<file path="src/rtl/regfile_pkg.sv">
// Shared constants and packed-bus slice helpers
// for the multi-port register file.
package regfile_pkg;

  localparam int DATA_W_DEF = 32;
  localparam int ADDR_W_DEF = 5;
  localparam int RST_VAL    = 0;

  // Low bit of slice k in a bus of w-wide fields.
  function automatic int slice_lo(int k, int w);
    return k * w;
  endfunction

endpackage

</file>
<file path="src/rtl/regfile_rd_port.sv">
// One read port: register mux, write bypass
// and pending-bit qualification.
// Ports: i_rst_n, i_rr, i_regs, i_pend,
//   i_wen/i_rw/i_busw (write ports),
//   o_busr, o_busy.
module regfile_rd_port
  import regfile_pkg::*;
#(
  parameter int DATA_W   = DATA_W_DEF,
  parameter int ADDR_W   = ADDR_W_DEF,
  parameter int NUM_WR   = 2,
  parameter int ZERO_REG = 1,
  parameter int DEPTH    = 1 << ADDR_W
) (
  input  logic                     i_rst_n,
  input  logic [ADDR_W-1:0]        i_rr,
  input  logic [DEPTH*DATA_W-1:0]  i_regs,
  input  logic [DEPTH-1:0]         i_pend,
  input  logic [NUM_WR-1:0]        i_wen,
  input  logic [NUM_WR*ADDR_W-1:0] i_rw,
  input  logic [NUM_WR*DATA_W-1:0] i_busw,
  output logic [DATA_W-1:0]        o_busr,
  output logic                     o_busy
);

  logic [DATA_W-1:0] w_data;
  logic              w_hit;

  always_comb begin
    w_data = i_regs[slice_lo(int'(i_rr), DATA_W) +: DATA_W];
    w_hit  = 1'b0;
    // Later ports override: highest index wins.
    for (int k = 0; k < NUM_WR; k++) begin
      if (i_wen[k] &&
          i_rw[slice_lo(k, ADDR_W) +: ADDR_W] == i_rr) begin
        w_hit  = 1'b1;
        w_data = i_busw[slice_lo(k, DATA_W) +: DATA_W];
      end
    end
    if ((ZERO_REG != 0) && (i_rr == '0))
      w_data = '0;
  end

  always_comb begin
    o_busr = '0;
    o_busy = 1'b0;
    if (i_rst_n) begin
      o_busr = w_data;
      o_busy = i_pend[i_rr] & ~w_hit;
    end
  end

endmodule

</file>
<file path="src/rtl/regfile_mp.sv">
// Multi-port register file with write bypass
// and per-register pending scoreboard.
// Ports: Clk, rst (async low), WEN/RW/busW,
//   RR/busR/rd_busy, sb_set/sb_addr/sb_flush.
module regfile_mp
  import regfile_pkg::*;
#(
  parameter int DATA_W   = DATA_W_DEF,
  parameter int ADDR_W   = ADDR_W_DEF,
  parameter int NUM_RD   = 2,
  parameter int NUM_WR   = 2,
  parameter int ZERO_REG = 1
) (
  input  logic                     Clk,
  input  logic                     rst,
  input  logic [NUM_WR-1:0]        WEN,
  input  logic [NUM_WR*ADDR_W-1:0] RW,
  input  logic [NUM_WR*DATA_W-1:0] busW,
  input  logic [NUM_RD*ADDR_W-1:0] RR,
  output logic [NUM_RD*DATA_W-1:0] busR,
  output logic [NUM_RD-1:0]        rd_busy,
  input  logic                     sb_set,
  input  logic [ADDR_W-1:0]        sb_addr,
  input  logic                     sb_flush
);

  localparam int DEPTH = 1 << ADDR_W;

  logic [DATA_W-1:0]       r_regs [DEPTH];
  logic [DEPTH-1:0]        r_pend;
  logic [DEPTH-1:0]        w_pend_nxt;
  logic [DEPTH*DATA_W-1:0] w_regs;
  logic [ADDR_W-1:0]       w_rw [NUM_WR];
  logic [DATA_W-1:0]       w_bw [NUM_WR];
  logic [NUM_WR-1:0]       w_wok;
  logic                    w_set_ok;

  for (genvar k = 0; k < NUM_WR; k++) begin : g_wr
    assign w_rw[k] = RW[k*ADDR_W +: ADDR_W];
    assign w_bw[k] = busW[k*DATA_W +: DATA_W];
    // Writes to a hardwired zero register are dropped.
    assign w_wok[k] = WEN[k] &
      ~((ZERO_REG != 0) && (w_rw[k] == '0));
  end

  for (genvar d = 0; d < DEPTH; d++) begin : g_flat
    assign w_regs[d*DATA_W +: DATA_W] = r_regs[d];
  end

  assign w_set_ok = sb_set &
    ~((ZERO_REG != 0) && (sb_addr == '0));

  // Flush, then writeback clears, then issue set.
  always_comb begin
    w_pend_nxt = r_pend;
    if (sb_flush)
      w_pend_nxt = '0;
    for (int k = 0; k < NUM_WR; k++) begin
      if (w_wok[k])
        w_pend_nxt[w_rw[k]] = 1'b0;
    end
    if (w_set_ok)
      w_pend_nxt[sb_addr] = 1'b1;
  end

  always_ff @(posedge Clk or negedge rst) begin
    if (!rst) begin
      for (int d = 0; d < DEPTH; d++)
        r_regs[d] <= DATA_W'(RST_VAL);
      r_pend <= '0;
    end else begin
      for (int k = 0; k < NUM_WR; k++) begin
        if (w_wok[k])
          r_regs[w_rw[k]] <= w_bw[k];
      end
      r_pend <= w_pend_nxt;
    end
  end

  for (genvar j = 0; j < NUM_RD; j++) begin : g_rd
    regfile_rd_port #(
      .DATA_W   (DATA_W),
      .ADDR_W   (ADDR_W),
      .NUM_WR   (NUM_WR),
      .ZERO_REG (ZERO_REG),
      .DEPTH    (DEPTH)
    ) u_rd (
      .i_rst_n (rst),
      .i_rr    (RR[j*ADDR_W +: ADDR_W]),
      .i_regs  (w_regs),
      .i_pend  (r_pend),
      .i_wen   (WEN),
      .i_rw    (RW),
      .i_busw  (busW),
      .o_busr  (busR[j*DATA_W +: DATA_W]),
      .o_busy  (rd_busy[j])
    );
  end

endmodule

</file>
<file path="config.mk">
export PLATFORM = sky130hd
export DESIGN_NAME = regfile_mp
export DESIGN_NICKNAME = d
export VERILOG_FILES = /design/src/rtl/regfile_pkg.sv /design/src/rtl/regfile_rd_port.sv /design/src/rtl/regfile_mp.sv
export SDC_FILE = /design/constraint.sdc
export NUM_CORES = 2
export LEC_CHECK = 0
export CAP_MARGIN = 40
export CORE_ASPECT_RATIO = 1.2
export CORE_MARGIN = 3
export CORE_UTILIZATION = 30
export CTS_BUF_LIST = sky130_fd_sc_hd__clkbuf_8
export DETAILED_ROUTE_END_ITERATION = 6
export MAX_ROUTING_LAYER = met4
export SYNTH_ARGS = -nofsm -noshare
export SYNTH_HDL_FRONTEND = slang
export SYNTH_SLANG_ARGS = --single-unit
</file>
<file path="constraint.sdc">
create_clock -name Clk -period 4.55 [get_ports Clk]
set_input_delay 0.91 -clock Clk [delete_from_list [all_inputs] [get_ports Clk]]
set_output_delay 0.91 -clock Clk [all_outputs]
set_load 0.02 [all_outputs]
</file>
* After elaboration in Yosys (flattened, before gate mapping)
Cells that the tools add are included.
** Operators by class
- Div/mod/pow operators :: 0
- Equality and inequality tests :: 4
- Reduce and logical (&&, ||, !) cells :: 14
- $mul :: 0
- $add $sub $neg :: 0
- Bitwise gates (word level) :: 17
- Multiplexer cells :: 36
- Shift-type cells :: 2
- Magnitude comparators :: 12
** Operator list (count)
- bitwise mux 1024 bit :: 2
- 2-to-1 mux 1024 bit :: 2
- indexed part select 1024 x 11 -> 32 bit :: 2
- 2-to-1 mux 32 bit :: 14
- demux 32 bit (select 5 bit) :: 2
- AND 32 bit :: 2
- NOT 32 bit :: 2
- OR 32 bit :: 1
- < comparator 5 x 6 -> 1 bit, second input constant :: 5
- zero test 5 bit :: 5
- == test 5 bit :: 4
- demux 1 bit (select 5 bit) :: 3
- >= comparator 5 x 1 -> 1 bit, second input constant :: 3
- >= comparator 6 bit, second input constant :: 2
- < comparator 6 x 1 -> 1 bit, second input constant :: 2
- NOT 5 -> 6 bit :: 2
- 2-to-1 mux 1 bit :: 11
- binary-select mux 1 bit (select 5 bit) :: 2
- logical AND 1 bit :: 9
- AND 1 bit :: 5
- NOT 1 bit :: 5
** Word-level totals
- Memory bits (read-only) :: 0
- Bits of input ports :: 95
- Memories :: 0
- Logic and storage cells :: 118
- Flip-flop bits (word level) :: 1056
- Output and inout port bits :: 66
- Latch bits :: 0
- Bits in writable memories :: 0

* Depth between registers and ports, before layout
- Depth in word-level cells :: 11
- Gate-level depth with buffers :: 10
- Mapped depth without buffers :: 5

* Modules after synthesis
A second synthesis with hierarchy kept.
** Unflattened totals
- Cell total of the unflattened synthesis :: 7712
- Area, all modules :: 70264.9 sq um
** By module, submodules not included
- regfile_mp :: area each 52678.0 sq um, times used 1, cells each 6314, sequential area each 26425.3 sq um
- regfile_rd_port :: area each 8793.4 sq um, times used 2, cells each 699, sequential area each 0.0 sq um

* Worst setup path after synthesis
No wires, ideal clock.
- Kind :: input-to-output
- Start :: input port RR[0]
- End :: output port busR[19]
- Buffers on the path :: 3
- Data required time :: 3.640 ns
- Cell stages on the path :: 8
- Data arrival time :: 2.710 ns
- Slack :: 0.930 ns
- Path through :: clkbuf_1 > buf_2 > buf_1 > mux2_2 > a221oi_1 > a21oi_1 > o2111ai_1 > nand4_1
** On the way
- Longest elaborated chain between the ends :: 6
- Elaborated cells between the ends (all ways) :: 10
- Those cells by class :: eq/ne (2); shift (1); mux (4); reduce/logical (3)
** Ends and longest elaborated chain
- start, declared :: RTL line regfile_mp.sv:19 : input logic [NUM_RD*ADDR_W-1:0] RR,
- parallel branches: the longest is 4 deep, another holds indexed part select 1024 x 11 -> 32 bit
- 2-to-1 mux 32 bit * :: RTL line regfile_rd_port.sv:40 : if ((ZERO_REG != 0) && (i_rr == '0))
- 2-to-1 mux 32 bit * :: RTL line regfile_rd_port.sv:47 : if (i_rst_n) begin
- end, declared :: RTL line regfile_mp.sv:20 : output logic [NUM_RD*DATA_W-1:0] busR,
Mark *: on every way between the ends.

* Worst setup path in the final report
- Start :: input port RR[9]
- End :: output port busR[35]
Same word-level chain as after synthesis.

==> metrics.cfg <==
[die]
initial_core_util_pct=30.3
ios=161
num_rows=189
die_y_um=525
core_um2=222000
dieArea_um2=230000
fp.dieW_um=438

[pwr]
vdd_ir_drop_max_uv=280
p_per_area_nw_per_um2=403
p_leak_nw=33.1
total_power_mw=31.5

[timing]
rsz0062_at_grt=false
worst_pin_slew_ns=1.06
slew_viol_final=0
slew_headroom_pct=29.7
setup_tns_ns=0
setup_violations=0
fmax_mhz=221
post-route-period-util_pct=99.3
fin_skew_ns=0
finalHoldViolCount=0
period_needed_ns=4.52
layout_setup_ws_ns=0.0322

[hold_path]
hold_class=register to register

[detailed_routing]
wl_per_cell_um=30.9
drc=0
drt_pass1_iterations=6
postRouteAntennaNets=0
first_iter_violations=8594
vias_per_cell=6.09
num_vias=60334
finalWirelength_mm=306

[worst_setup_path]
cp_max_fo=18
critPathCaptureType=primary output
cp_data_arrival_time_ns=3.61
crit_path_start_kind=input port
crit_type=input port to primary output
crit_required_ns=3.64

[synthesis]
synth_edf_count=0
async_flop_share_pct=100
syn-instance-count=6872
synth_area_per_cell_um2=9.79
synth_ff_type=dfrtp_1
yosysSeqAreaShare_pct=39.3
syn_nets=6967
ys_ff_latch=1056
ys_types=56
synthesis.area_um2=67300
synth_warnings=0

[global_routing]
overflow=0
grt_pass1_vias=58631
grt_usage_pct=26.6
grt_start_max_net_pins=174
grt_pass1_wl_mm=433
antenna_found_initial=11

[clock_tree]
clock_path_buffers=3
numCtsBuffers=185
cts_tree=built
cts.sink_count=1056
htreeDepth=4
cts_setup_buffers=0
cts_root_buffer=clkbuf_8
clk_latency_ns=0.95
clk_pin_slew_ns=0.06

[placement]
placed_area_um2=74200
gp_congestion=0.910
dp_slack_ns=-0.0315
hpwl_mm=188
port_buffers=160

[outcome]
run_status=complete, no violations

[layout]
final_common_cell=dfrtp_1
layout-drive-gt1-share_pct=20.9
mostFrequentLayoutCells=1,056 x dfrtp_1, 995 x mux2i_1, 824 x a21oi_1
syn2layout_area_growth_pct=16.3
design.final.nets=6880
stdcell_area_um2=78200

[job]
maxCapViolations=0

==> stage by stage <==
| step | utilization, % | hold slack, ns | cells |
|---|---|---|---|
| after global placement | 33.3 | 0.380 | 9544 |
| after CTS | 35.2 | 0.400 | 9897 |
| after global routing | 35.2 | 0.415 | 9904 |
| after detailed placement | 33.4 | 0.388 | 9557 |
| after floorplan | - | 0.441 | 6872 |
| final | 35.2 | 0.400 | 9905 |
==> routing by layer <==
metal	wire length (µm)	track usage (%)	vias up
met5	0	-	-
met4	25100	17.7	0
met3	37100	7.13	1319
met2	132000	38.6	4439
met1	112000	32.3	29722
li1	-	-	24854
==> synth_stat cells (34+ instances only) <==
cell type	count	area, µm²
mux2i_1	995	9960
buf_2	167	836
nor2b_1	46	288
nand4_1	103	644
nand2_1	493	1850
a22o_1	62	543
a22oi_1	63	473
o21ai_0	431	2160
nand3_1	48	240
a211oi_1	94	706
clkbuf_1	559	2100
nor3b_1	34	255
buf_1	101	379
nor2_1	824	3090
mux2_2	189	2130
mux4_2	344	7750
a21oi_1	824	4120
o22ai_1	80	500
dfrtp_1	1056	26400
==> final cells by class <==
class | count | area (µm²)
fillers | 22029 | 144000
multi-input cells | 4912 | 37700
flip-flops and latches | 1056 | 26400
repair buffers | 596 | 6330
well taps | 2960 | 3700
clock buffers | 257 | 3540
clock inverters | 82 | 424
inverters | 34 | 130
diodes | 8 | 20.0
==> critical path, cell delays in order <==
cell and delay (ns):
clkdlybuf4s50_1 0.52, buf_12 0.21, nand2_4 0.21, buf_12 0.27
o22ai_1 0.20, a211oi_1 0.07, a211oi_1 0.69, o221ai_1 0.26
buf_4 0.22
==> flip-flops by register name, summed over array words and instances, names as in the netlist <==
register  count
r_pend       32
r_regs     1024
==> where the power goes <==
group | internal (mW) | total, mW | switching, mW
clock network | 5.11 | 9.53 | 4.42
registers | 11.8 | 13.7 | 1.90
logic | 4.32 | 8.34 | 4.02
total | 21.2 | 31.5 | 10.3
==> cells by family (layout without fill, tap and decap cells) <==
kind of cell / after synthesis / count (layout) / synth area share, %
flip-flops: 1056 / 1056 / 39.3
multiplexers: 1528 / 1528 / 29.5
other: 0 / 8 / 0
XOR/XNOR: 20 / 20 / 0.260
AO/OA/AOI/OAI: 1725 / 1725 / 14.9
buffers and inverters: 904 / 969 / 5.56
AND/OR/NAND/NOR: 1639 / 1639 / 10.5
==> worst paths after layout <==
path	startpoint	end	slack (ns)	depth (start not counted)
max	RR[9]	busR[35]	0.03	9
min	r_regs[1000]	r_regs[1000]	0.40	0
max reg2reg	r_regs[991]	r_regs[991]	3.62	3
min reg2reg	r_regs[1000]	r_regs[1000]	0.40	0
max in group asynchronous	rst	r_regs[491]	1.98	4
min in group asynchronous	rst	r_pend[17]	0.44	2
==> repair_timing <==
item,CTS,global route
endpoints found under the setup margin,1,4
resized for setup,1,3
hold buffers,1,0
hold endpoints to repair,9,0
Power figures use the tool's default switching activity.
